[src/rtl/seq_detect_mealy.sv]
// Mealy serial-pattern detector with a run-time programmable PAT_W-bit pattern,
// selectable overlapping/non-overlapping detection and a saturating match counter.
module seq_detect_mealy #(
    parameter int unsigned           PAT_W       = 4,
    parameter logic [PAT_W-1:0]      PAT_DEFAULT = 4'b1011,
    parameter bit                    OVERLAP     = 1'b1,
    parameter int unsigned           CNT_W       = 8
) (
    input  logic             clk,
    input  logic             rst,
    input  logic             in_valid,
    input  logic             in_bit,
    input  logic             cfg_we,
    input  logic [PAT_W-1:0] cfg_pattern,
    input  logic             cfg_overlap,
    output logic             match,
    output logic [CNT_W-1:0] match_cnt,
    output logic             cnt_sat
);

    localparam int unsigned FILL_W = (PAT_W > 2) ? $clog2(PAT_W) : 1;
    localparam logic [FILL_W-1:0] FILL_MAX = FILL_W'(PAT_W - 1);

    typedef enum logic [1:0] {
        IDLE,
        FILL,
        ARMED
    } state_e;

    logic [PAT_W-1:0] pat_q, pat_d;
    logic             ovl_q, ovl_d;
    logic [PAT_W-2:0] hist_q, hist_d;
    logic [FILL_W-1:0] fill_q, fill_d;
    logic [CNT_W-1:0] cnt_q, cnt_d;
    state_e           state_q, state_d;

    logic             accept;
    logic [PAT_W-1:0] window;
    logic             hit;

    assign accept = in_valid & ~cfg_we & ~rst;
    // Candidate window: stored history with the current bit appended as LSB.
    assign window = {hist_q, in_bit};
    assign hit    = accept & (state_q == ARMED) & (window == pat_q);

    // State register
    always_ff @(posedge clk) begin
        if (rst) begin
            pat_q   <= PAT_DEFAULT;
            ovl_q   <= OVERLAP;
            hist_q  <= '0;
            fill_q  <= '0;
            cnt_q   <= '0;
            state_q <= IDLE;
        end else begin
            pat_q   <= pat_d;
            ovl_q   <= ovl_d;
            hist_q  <= hist_d;
            fill_q  <= fill_d;
            cnt_q   <= cnt_d;
            state_q <= state_d;
        end
    end

    // Next-state logic
    always_comb begin
        pat_d  = pat_q;
        ovl_d  = ovl_q;
        hist_d = hist_q;
        fill_d = fill_q;
        cnt_d  = cnt_q;

        if (cfg_we) begin
            pat_d  = cfg_pattern;
            ovl_d  = cfg_overlap;
            fill_d = '0;
            cnt_d  = '0;
        end else if (accept) begin
            hist_d = window[PAT_W-2:0];
            fill_d = (fill_q == FILL_MAX) ? fill_q : fill_q + FILL_W'(1);
            if (hit) begin
                if (cnt_q != '1) begin
                    cnt_d = cnt_q + CNT_W'(1);
                end
                // Non-overlapping: the matched window's bits must not seed the next match.
                if (!ovl_q) begin
                    fill_d = '0;
                end
            end
        end

        if (fill_d == '0) begin
            state_d = IDLE;
        end else if (fill_d == FILL_MAX) begin
            state_d = ARMED;
        end else begin
            state_d = FILL;
        end
    end

    // Output logic
    always_comb begin
        match     = hit;
        match_cnt = cnt_q;
        cnt_sat   = &cnt_q;
    end

endmodule

[config.mk]
export PLATFORM = sky130hd
export DESIGN_NAME = seq_detect_mealy
export DESIGN_NICKNAME = d
export VERILOG_FILES = /design/src/rtl/seq_detect_mealy.sv
export SDC_FILE = /design/constraint.sdc
export NUM_CORES = 1
export LEC_CHECK = 0
export CORE_MARGIN = 2
export CORE_UTILIZATION = 48
export CTS_CLUSTER_SIZE = 40
export DETAILED_ROUTE_END_ITERATION = 7
export PLACE_DENSITY = 0.72
export SYNTH_ARGS = -nofsm -noshare
export SYNTH_HDL_FRONTEND = slang
export SYNTH_SLANG_ARGS = --single-unit
[constraint.sdc]
create_clock -name clk -period 2.8 [get_ports clk]
set_clock_uncertainty 0.2 [all_clocks]
set_input_delay 0.56 -clock clk [delete_from_list [all_inputs] [get_ports clk]]
set_output_delay 0.56 -clock clk [all_outputs]
set_load 0.01 [all_outputs]
### After elaboration in Yosys (flattened, before gate mapping)

Index checks and enable logic that the tools add are counted.
W data, S select, Z words.

| word-level totals | value |
|---|---|
| bits in registers | 20 |
| output and inout bits | 10 |

| cells by class | value |
|---|---|
| add/sub/neg operators | 2 |
| equal/unequal tests | 5 |
| mux-type cells | 6 |
| bitwise operators | 6 |
| reduce and logical (&&, ||, !) cells | 6 |

Operators with widths:

| kind | number |
|---|---|
| $mux W2 | 6 |
| $add A8 B1 Y8 const B | 1 |
| $ne A8 B8 Y1 const B | 1 |
| $reduce_and A8 Y1 | 1 |
| $eq A2 B2 Y1 const B | 3 |
| $and A1 B1 Y1 | 4 |
| $eq A4 B4 Y1 | 1 |
| $reduce_or A2 Y1 | 2 |
| $reduce_and A3 Y1 | 1 |
| $add A2 B1 Y2 const B | 1 |
| $logic_not A2 Y1 | 1 |
| $not A1 Y1 | 2 |
| $reduce_and A2 Y1 | 1 |

### Longest topological paths before layout

| logic depth | value |
|---|---|
| word-level depth | 10 |
| mapped depth | 6 |
| depth with buffers taken out | 5 |

### Worst setup path before layout

OpenSTA, ideal clock, no wires.

| path | value |
|---|---|
| kind | input to register |
| start | input cfg_we |
| end | register cnt_q[6], in the netlist match_cnt[6] |
| library setup time | 116 ps |
| arrival time | 1930 ps |
| data required time | 2484 ps |
| slack | 554 ps |
| stages | 4 |
| buffers on the path | 0 |
| cell sequence | nand4bb_1 -> or4_4 -> or4_1 -> o211a_1 |

| on the way | value |
|---|---|
| word-level cells in the longest chain between the ends | 6 |
| elaborated cells between the ends (all ways) | 7 |

Ends and longest elaborated chain:

| what | RTL line | text |
|---|---|---|
| start, declared | 13 | `input logic cfg_we,` |
| $not A1 Y1 (no source line) | - |  |
| $and A1 B1 Y1 (2 in a row) | 41 | `assign accept = in_valid & ~cfg_we & ~rst;` |
| $and A1 B1 Y1 (2 in a row) | 44 | `assign hit = accept & (state_q == ARMED) & (window == pat_q);` |
| $reduce_and A3 Y1 (no source line) | - |  |
| end signal, assigned | 60 | `cnt_q <= cnt_d;` |
| end, declared | 34 | `logic [CNT_W-1:0] cnt_q, cnt_d;` |

Several ways; a longest one is shown, not always the timed one.
A chain may end at the register's enable or synchronous reset.

### Worst setup path in the final report

| path | value |
|---|---|
| start | input in_bit |
| end | output match |

| on the way | value |
|---|---|
| word-level cells in the longest chain between the ends | 2 |

Ends and longest elaborated chain:

| what | RTL line | text |
|---|---|---|
| start, declared | 12 | `input logic in_bit,` |
| $eq A4 B4 Y1 | 44 |  |
| $and A1 B1 Y1 | 44 |  |
| end, declared | 16 | `output logic match,` |

Every way passes these cells.

==> key figures <==
STA
  – Setup Viol. Count Final: 0
  – Tcrit/Tclk final: between 90% and 100%
  – FMAX: between 300 and 400 MHz
  – Final hold vios: 0
  – Fin crit period: 2.64 ns
  – Unrepaired setup endpoints after global routing: no
  – Slew headroom: around 74%
  – Final TNS setup: 0 ns
  – PnR worst setup slack: 0.159 ns
  – Worst-margin pin slew: 0.382 ns
  – Slew Limit Fails: 0

Place
  – Detailed placer's ending HPWL: about 1.5 mm
  – Final RePlAce weighted congestion: 0.830
  – Total placed cells including tap cells: 153
  – DP Area: about 0.0012 sq mm
  – Port bufs: 19
  – Dpl ws: -0.0852 ns

Power
  – Pwr dens: between 400 and 500 mW/mm^2
  – Sw frac: a little under a quarter
  – Max VDD drop: between 0.2 and 0.3 mV
  – Comb power frac: a little over a tenth
  – Sw Pwr: between 100 and 150 uW
  – Sequential share of power: 56.9%
  – Internal Power: 401 uW
  – Clk pwr share: between 30% and 40%
  – Leakage: ~0.00053 uW

Worst setup path
  – Worst EP arrival: about 1.9 ns
  – WP data required: 2.04 ns
  – Worst r2r src: match_cnt[0]
  – Type of origin of the critical path: input port
  – Worst Path Class, Setup: input port to output port
  – RR Endpoint: match_cnt[4]
  – Last element of the critical path: match
  – Crit Path Max Fanout: 2
  – Worst Reg-to-Reg Cells: 5
  – Crit path from: in_bit
  – Reg2Reg Setup Slack: roughly 0.57 ns
  – Setup crit end kind: output port

Yosys
  – Mapped Cells: ~100
  – Flops & latches, synth: 20
  – Mapped Area: around 940 sq um
  – Syn. warnings: 0
  – Netlist cell types: 30
  – Syn_nets: 115
  – Sequential area share after synthesis: roughly 42%
  – Syn avg cell area: around 9 sq um

Clocking
  – Num CTS Buffers: 3
  – CTS Buffer Depth: 2
  – Clock transition at path regs: about 0.12 ns
  – CTS H-tree lvls: 1
  – Clock sink count: 20
  – CTS tree: built
  – Worst skew pair latency: a little under 0.3 ns
  – Cts hold-fix bufs: 0
  – Root Driver: clkbuf_4

Global route
  – Grt met3 use: under 10%
  – Initial antenna violation count: 0
  – Most Used Layer, Global Route: met2
  – Grt met1 use: between 20% and 30%
  – Grt total ovfl: 0
  – First-pass GRT wire length: around 3.7 mm
  – GR Util met2: approximately 38%
  – Total track usage: between 15 and 20%
  – Vias in the first global route: between 800 and 900
  – Pin count of the biggest net entering global routing: 13

Cells and area
  – Fillers: 153
  – Final Non-Filler Cells: 164
  – Nets: ~150
  – Diodes inserted: 0
  – Layout cell share with drive strength beyond 1: 16.1%
  – Synth-to-layout area growth: 37.6%
  – Design Area, Final: 0.00130 sq mm
  – Final Core Density: about two thirds

Floorplan
  – Die Ht: approximately 48 um
  – Initial Utilization: 49.5%
  – Die width: between 40 and 50 um
  – Rows: 16
  – Die area: about 0.0023 sq mm
  – Io pins: 20
  – Core Area: between 0.0015 and 0.002 sq mm

Route
  – Antenna-violating nets left: 0
  – Via count: 897
  – Via-to-Cell Ratio: about 5.5
  – Drt drc: 0
  – Final WL: ~2.1 mm
  – First DRT Iteration DRCs: 13
  – Routed len/inst: about 13 um
  – Drt first pass iters: 6

Worst hold path
  – Hold crit path type: flop to flop
  – Hold depth: 2

Job
  – Max_cap viols: 0

Status
  – Status: finished, final reports clean
[power groups by stage]
| stage | combinational [uW] | sequential (uW) | clock (uW) |
|---|---|---|---|
| 2_1_floorplan | 29.7 | 301 | 0 |
| 3_3_place_gp | 52.6 | 302 | 0 |
| 3_5_place_dp | 53.4 | 302 | 0 |
| 4_1_cts | 56.1 | 295 | 170 |
| 5_1_grt | 64.0 | 296 | 182 |
| 6_report | 57.4 | 295 | 167 |
[state kept, by name, summed over array words and instances (netlist names)]
| register | count |
|---|---|
| match_cnt | 8 |
| hist_q | 3 |
| pat_q | 4 |
| ovl_q | 1 |
| fill_q | 2 |
| state_q | 2 |
[stage by stage]
step	hold slack, ns	total power [uW]
detailed placement	0.279	355
global placement	0.269	354
global route	0.337	542
floorplan	0.241	330
CTS	0.307	521
finish	0.308	519
[layout by cell type, fill, tap and decap left out, drive strengths merged, types with 3 or more instances in the layout]
cell type / Yosys / final
dfxtp: 20 / 20
clkbuf: 3 / 4
mux2i: 10 / 10
clkdlybuf4s50: 0 / 18
o31ai: 3 / 3
xor2: 5 / 5
or4: 3 / 3
buf: 1 / 14
nor2: 9 / 9
inv: 4 / 4
a21oi: 5 / 5
nand2: 8 / 8
or3: 5 / 5
nor3: 3 / 3
nand4: 4 / 4
[layer usage]
layer,share of wire (%),vias up
met5,0,-
met4,0.90,0
met3,3.4,6
met2,52,24
met1,43,422
li1,-,445
[critical path, stage by stage]
cell	delay (ns)
clkdlybuf4s50_1	0.44
xor2_1	0.19
nor4_2	0.25
and2_1	0.18
dlygate4sd2_1	0.27
[final cells by class]
class                   count  area (sq um)  area share, %
multi-input cells          76           517           39.9
flip-flops and latches     20           400           30.9
repair buffers             33           294           22.7
clock buffers               4          36.3           2.80
well taps                  27          33.8           2.61
inverters                   4          15.0           1.16
[what timing repair did]
action | in CTS | in global routing
setup endpoints to repair | 1 | 1
resized for setup | 1 | 1
buffers inserted | 7 | 0
pin swaps | 2 | 0
[Yosys cell counts]
master	number	area (sq um)
nor3b_1	1	7.51
xor2_1	5	43.8
nor2_1	9	33.8
buf_2	1	5.00
nor4_1	1	6.26
o211a_1	1	10.0
nand3_1	2	10.0
nor3_1	3	15.0
or4_4	1	11.3
nand4_1	4	25.0
mux2i_1	10	100
o21ai_0	2	10.0
nand2_1	8	30.0
or3_1	5	31.3
or2_2	2	12.5
nand2b_1	1	6.26
a211o_1	1	8.76
and2_1	2	12.5
ha_1	1	12.5
and4_1	1	8.76
a21oi_1	5	25.0
o311ai_0	2	17.5
inv_1	4	15.0
nand4bb_1	1	11.3
or4_1	2	15.0
dfxtp_1	20	400
o31ai_1	3	22.5
o41ai_1	2	17.5
and3_1	1	6.26
clkbuf_1	3	11.3
[cell families (layout without fill, tap and decap cells)]
family | Yosys count | in the layout | share of synthesized area, %
flops | 20 | 20 | 42.5
mux | 10 | 10 | 10.6
simple gates | 44 | 44 | 25.8
compound gates | 16 | 16 | 11.8
buf+inv | 8 | 41 | 3.32
fa+ha+maj | 1 | 1 | 1.33
xor+xnor | 5 | 5 | 4.65
[how the worst min path moves through the flow]
stage               startpoint         end  slack (ns)
finish                pat_q[0]    pat_q[0]        0.31
CTS                      ovl_q       ovl_q        0.31
detailed placement       ovl_q       ovl_q        0.28
global placement         ovl_q       ovl_q        0.27
floorplan                ovl_q       ovl_q        0.24
global route         fill_q[1]  state_q[1]        0.34
No activity file was read; power rests on OpenSTA's default activity.
